<file path="config.mk">
export PLATFORM = sky130hd
export DESIGN_NAME = ld_bus_sequencer
export DESIGN_NICKNAME = d
export VERILOG_FILES = /design/src/rtl/ld_bus_sequencer.sv
export SDC_FILE = /design/constraint.sdc
export NUM_CORES = 1
export LEC_CHECK = 0
export ABC_AREA = 0
export BUFFER_PORTS_ARGS = -buffer_cell sky130_fd_sc_hd__buf_4
export CAP_MARGIN = 20
export CORE_MARGIN = 2
export CORE_UTILIZATION = 54
export DETAILED_ROUTE_END_ITERATION = 7
export HOLD_SLACK_MARGIN = 0.12
export PLACE_DENSITY = 0.82
export SYNTH_ARGS = -nofsm -noshare
export SYNTH_HDL_FRONTEND = slang
export SYNTH_SLANG_ARGS = --single-unit
</file>
<file path="constraint.sdc">
create_clock -name M7Hz -period 2.29 [get_ports M7Hz]
set_clock_uncertainty 0.2 [all_clocks]
set_input_delay 0 -clock M7Hz [delete_from_list [all_inputs] [get_ports M7Hz]]
set_output_delay 0 -clock M7Hz [all_outputs]
set_load 0.01 [all_outputs]
</file>
<file path="src/rtl/ld_bus_sequencer.sv">
// Sequences the shared LD bus through its MSB, LSB and data transceiver windows once per
// Apple II bus cycle, latching the 16-bit bus address along the way.
module ld_bus_sequencer #(
   parameter int unsigned MSB_CLKS  = 1,
   parameter int unsigned LSB_CLKS  = 1,
   parameter int unsigned TURN_CLKS = 1
) (
   input  logic        M7Hz,
   input  logic        nSYSRESET,
   input  logic        PHI0,
   input  logic        nWR,
   input  logic        nLSEL,
   input  logic [7:0]  LD,
   input  logic        LATECLR,
   output logic        nMSBOE,
   output logic        nLSBOE,
   output logic        nDATAOE,
   output logic        nDATADIR,
   output logic [15:0] BUSADDR,
   output logic        ADDRVALID,
   output logic        ADDRLATE
);

   typedef enum logic [2:0] {
      StSync,
      StTurn,
      StMsb,
      StLsb,
      StWait,
      StData
   } state_e;

   localparam logic [1:0] TurnLast = 2'(TURN_CLKS - 1);
   localparam logic [1:0] MsbLast  = 2'(MSB_CLKS - 1);
   localparam logic [1:0] LsbLast  = 2'(LSB_CLKS - 1);

   state_e      state_q, state_d;
   logic [1:0]  cnt_q, cnt_d;
   logic        early_q, early_d;
   logic        phi_q;
   logic        msb_oe_n_q, msb_oe_n_d;
   logic        lsb_oe_n_q, lsb_oe_n_d;
   logic        data_oe_n_q, data_oe_n_d;
   logic        data_dir_n_q, data_dir_n_d;
   logic [15:0] busaddr_q, busaddr_d;
   logic        addrvalid_q, addrvalid_d;
   logic        addrlate_q, addrlate_d;

   logic        fall;
   logic        rise;
   logic        start_cycle;
   logic        dir_n_sel;

   // PHI0 is phase-locked to M7Hz, so one register is enough for edge detection.
   assign fall = phi_q & ~PHI0;
   assign rise = ~phi_q & PHI0;

   // Card drives the Apple bus only for a selected read in the $Cxxx space.
   assign dir_n_sel = ~(nWR & ~nLSEL & (busaddr_q[15:12] == 4'hC));

   always_comb begin
      state_d      = state_q;
      cnt_d        = cnt_q;
      early_d      = early_q;
      msb_oe_n_d   = msb_oe_n_q;
      lsb_oe_n_d   = lsb_oe_n_q;
      data_oe_n_d  = data_oe_n_q;
      data_dir_n_d = data_dir_n_q;
      busaddr_d    = busaddr_q;
      addrvalid_d  = 1'b0;
      addrlate_d   = addrlate_q;
      start_cycle  = 1'b0;

      case (state_q)
         StSync: begin
            if (fall) begin
               start_cycle = 1'b1;
            end
         end
         StTurn: begin
            if (cnt_q == TurnLast) begin
               state_d    = StMsb;
               cnt_d      = 2'd0;
               msb_oe_n_d = 1'b0;
            end else begin
               cnt_d = cnt_q + 2'd1;
            end
         end
         StMsb: begin
            if (rise) begin
               early_d    = 1'b1;
               addrlate_d = 1'b1;
            end
            if (cnt_q == MsbLast) begin
               busaddr_d[15:8] = LD;
               msb_oe_n_d      = 1'b1;
               lsb_oe_n_d      = 1'b0;
               state_d         = StLsb;
               cnt_d           = 2'd0;
            end else begin
               cnt_d = cnt_q + 2'd1;
            end
         end
         StLsb: begin
            if (cnt_q == LsbLast) begin
               // A rise on the capture edge itself is on time: the address completes here.
               busaddr_d[7:0] = LD;
               lsb_oe_n_d     = 1'b1;
               addrvalid_d    = 1'b1;
               cnt_d          = 2'd0;
               if (early_q || rise) begin
                  state_d      = StData;
                  data_oe_n_d  = 1'b0;
                  data_dir_n_d = dir_n_sel;
               end else begin
                  state_d = StWait;
               end
            end else begin
               cnt_d = cnt_q + 2'd1;
               if (rise) begin
                  early_d    = 1'b1;
                  addrlate_d = 1'b1;
               end
            end
         end
         StWait: begin
            if (rise) begin
               state_d      = StData;
               data_oe_n_d  = 1'b0;
               data_dir_n_d = dir_n_sel;
            end
         end
         StData: begin
            if (fall) begin
               data_oe_n_d  = 1'b1;
               data_dir_n_d = 1'b1;
               start_cycle  = 1'b1;
            end
         end
         default: begin
            state_d = StSync;
         end
      endcase

      if (start_cycle) begin
         cnt_d   = 2'd0;
         early_d = 1'b0;
         if (TURN_CLKS == 0) begin
            state_d    = StMsb;
            msb_oe_n_d = 1'b0;
         end else begin
            state_d = StTurn;
         end
      end

      if (LATECLR) begin
         addrlate_d = 1'b0;
      end
   end

   always_ff @(posedge M7Hz) begin
      phi_q <= PHI0;
      if (!nSYSRESET) begin
         state_q      <= StSync;
         cnt_q        <= 2'd0;
         early_q      <= 1'b0;
         msb_oe_n_q   <= 1'b1;
         lsb_oe_n_q   <= 1'b1;
         data_oe_n_q  <= 1'b1;
         data_dir_n_q <= 1'b1;
         busaddr_q    <= 16'h0000;
         addrvalid_q  <= 1'b0;
         addrlate_q   <= 1'b0;
      end else begin
         state_q      <= state_d;
         cnt_q        <= cnt_d;
         early_q      <= early_d;
         msb_oe_n_q   <= msb_oe_n_d;
         lsb_oe_n_q   <= lsb_oe_n_d;
         data_oe_n_q  <= data_oe_n_d;
         data_dir_n_q <= data_dir_n_d;
         busaddr_q    <= busaddr_d;
         addrvalid_q  <= addrvalid_d;
         addrlate_q   <= addrlate_d;
      end
   end

   assign nMSBOE    = msb_oe_n_q;
   assign nLSBOE    = lsb_oe_n_q;
   assign nDATAOE   = data_oe_n_q;
   assign nDATADIR  = data_dir_n_q;
   assign BUSADDR   = busaddr_q;
   assign ADDRVALID = addrvalid_q;
   assign ADDRLATE  = addrlate_q;

endmodule
</file>
==> results list <==
* Largest fanout on the critical path: 15
- Sum of overflow across all layers after global routing: 0
- After floorplanning, the core was sized to cover 0.002233 sq mm.
- Biggest area contributors in the synthesized netlist: dfxtp_1 45%, nand2_1 11%, a21boi_1 5.2%, a21boi_0 4.1%, a21oi_1 3.1%
- Number of standard cells in the layout, taps in and fillers out: 231
* Post-CTS setup buffer count: 0
- Proportion of register bits with asynchronous set or reset after synthesis: 0%
- Synthesis Warnings: 0
- Top delay family on crit path: buffers and inverters
- Leading post-synthesis cells by instance count: 39 x nand2_1, 29 x dfxtp_1, 9 x a21boi_1
- Post-route clock period utilization: 97.22%
- Summing every instance area after synthesis gives 0.001290 sq mm.
- Status: finished clean
- The first detailed-routing pass ran for 5 iterations.
- dfxtp_1 takes more of the synthesized area than any other cell.
- Once placement finished, the instance area stood at 0.001553 sq mm.
- Data required time of the critical path: 2.36 ns
- Net count after synthesis: roughly 160
- Counting the fill cells in the layout gives between 150 and 200.
- The HPWL after detailed placement is 2031 um.
- For this design the ratio of total power to cell area is ~840 mW/mm^2.
* Clock transition at the register clock pins on the worst setup and hold paths after CTS: 0.09 ns
* Share of final-layout standard cells stronger than drive strength 1: 26.60%
- The signal on the critical path passes through and4b_1 -> buf_4 -> nand2_1 -> a21boi_1 -> dlygate4sd3_1.
- For this run, design rule violations remaining after detail routing come to 0.
* Final setup fails: 0
- Clock latency on the worst-skew pair, taken at its later pin, is 0.32 ns.
* RePlAce Congestion: 0.8139
- Summed over all cells, the static leakage comes to 0.7801 nW.
* Vias in the first global route: 1127
- Dominant register cell in the synthesized netlist: dfxtp_1
- In the final routed layout, each cell accounts on average for 13.37 um.
- The number of antenna violations at the first check in global routing was 0.
- STA puts the critical path data arrival time at 2.29 ns.
- Worst setup slack for register-to-register paths: 0.06 ns
- After floorplanning, the core was divided into 17 placement rows.
- Number of antenna-violating nets in the routed design: 0
- Global routing used 24.55% of the available tracks.
- Buffers placed on the I/O ports in this run total 35.
* Area of all placed cells without fillers: 0.001808 sq mm
* Worst rel slew slack: roughly 62%
- The max-slew violation total from the final report was 0.
- The worst path in the final design needs a cycle of 2.226 ns, including I/O delays and setup.
* Crit path launch type: flip-flop
* Number of vias after detailed routing: 1213
- Compared with the post-synthesis result, the final layout area differs by 40.15%.
* H-Tree Level Count: 2
- Counting the buffers created by CTS gives 5.
- Count of flip-flops with a built-in enable after synthesis: 0
- The min-delay analysis places its worst path in the category in -> reg.
- Part of the Yosys area used for sequential elements: 45.00%
* Overall die area: 0.002796 sq mm
- Setup slack on the critical path of the routed design comes to 0.06375 ns.
- After synthesis the netlist holds a flip-flop and latch count of 29.
* Average footprint of a synthesized cell: 8.775 sq um
- Wire length of the first global-routing pass: 4774 um
- Total inserted antenna cells: 0
- IO Count: 36
* Synthesized netlist cell count: roughly 150
* Cell with the biggest individual delay on the critical path: dfxtp_1
- Die height: 52.88 um
- Share of Yosys cell area claimed by the top area cell type: 45.00%
- Distinct cell type count of the synthesized netlist: 35
* Most instantiated library cell after synthesis: nand2_1
- Pin slew with the least headroom to its limit: 0.5659 ns
* Horizontal die dimension: 52.88 um
- Wire length reported by the detailed router: between 3000 and 4000 um
- Total placed cells including tap cells: 205
- Root buffer selected by CTS: clkbuf_4
- The critical path contains buffers and inverters numbering 2 combined.
- Number of max-capacitance violations reported: 0
- Initial DRC Count: 10
- Entering global routing, the biggest net connects 27 pins.
- For this run, the post-layout net count is 218.
- IR analysis of the VDD net gives a maximum drop of around 0.73 mV.
- Category of the most critical setup path: reg -> reg
* Longest individual stage delay on the worst path: 0.69 ns
* Vias per std cell: 5.251
- Total number of clock tree sinks: 29
- For this run, the top clock speed supported by timing is 449.2 MHz.
- Once the floorplan was initialized, standard cells occupied 57.76% of the core.
* Clock tree from TritonCTS: built
- Count of final hold-check violations: 0
- The clock passes through at most 2 buffers.
- At the placement stage, the worst setup path has a slack of 0.5648 ns.
- The worst setup path is captured at a flip-flop.
-- area by class of cell --
| class | instances | area, sq um | area share [%] |
|---|---|---|---|
| inverters | 2 | 7.507 | 0.4152 |
| clock buffers | 7 | 65.06 | 3.599 |
| clock inverters | 1 | 5.005 | 0.2768 |
| well taps | 28 | 35.03 | 1.938 |
| repair buffers | 55 | 457.9 | 25.33 |
| flip-flops and latches | 29 | 580.6 | 32.11 |
| multi-input cells | 109 | 656.9 | 36.33 |
-- report_power, final --
part           internal [mW]  switching [mW]
Sequential             0.584           0.103
Clock                  0.178           0.171
Combinational          0.234           0.242
-- layer usage --
layer / vias to the layer above / track usage, % / routed length (um) / part of all wire, %
met2: 39 / 46.04 / 1612 / 52
met3: 4 / 8.475 / 157 / 5.1
met4: 0 / 7.692 / 8 / 0.26
met1: 559 / 25.18 / 1310 / 42
li1: 611 / - / - / -
met5: - / 0 / 0 / 0
-- state kept, by name, summed over array words and instances (netlist names) --
register   count
BUSADDR       16
state_q        3
cnt_q          2
ADDRLATE       1
ADDRVALID      1
early_q        1
nDATADIR       1
nDATAOE        1
nLSBOE         1
nMSBOE         1
phi_q          1
-- cells by family (layout without fill, tap and decap cells) --
kind of cell,count (synthesis),count (layout),synth area share (%)
simple gates,66,66,26.67
fa+ha+maj,2,2,1.940
flops,29,29,45.01
xor+xnor,2,2,1.940
compound gates,39,39,19.98
buf+inv,9,65,4.461
-- final timing paths --
path / start / end / cells past startpoint
max: state_q[1] / BUSADDR[4] / 5
min: PHI0 / phi_q / 2
max reg2reg: state_q[1] / BUSADDR[4] / 5
min reg2reg: BUSADDR[1] / BUSADDR[1] / 2
-- cells in the final DEF, fill, tap and decap left out, types with 2 or more instances in the layout --
master / synthesis / layout
nor3b_1: 2 / 2
buf_4: 2 / 37
inv_1: 2 / 2
a21boi_1: 9 / 9
nand2b_1: 4 / 4
clkbuf_8: 0 / 2
nand2_1: 39 / 38
dlygate4sd3_1: 0 / 18
nand3b_1: 2 / 2
nor2_1: 7 / 7
a21boi_0: 7 / 7
dfxtp_1: 29 / 29
a21oi_1: 8 / 8
o31ai_1: 2 / 2
o21ai_1: 2 / 2
o21ai_0: 7 / 7
and4b_1: 2 / 2
clkbuf_4: 0 / 5
-- per-stage QoR --
step	power [mW]	hold WS (ns)	TNS, ns	utilization, %
after global placement	1.124	-0.07478	0	69.52
after detailed placement	1.138	-0.07218	0	69.52
after global routing	1.608	0.1364	-0.005119	80.95
after floorplan	0.9830	-0.1723	0	-
final	1.511	0.1442	0	80.95
after CTS	1.515	0.1270	0	80.73
-- repair_timing --
action	CTS	global route
hold endpoints to repair	29	0
resized for setup	0	2
hold buffers	18	0
setup endpoints to repair	0	2
Note: power is estimated with default switching activity, not from simulation.
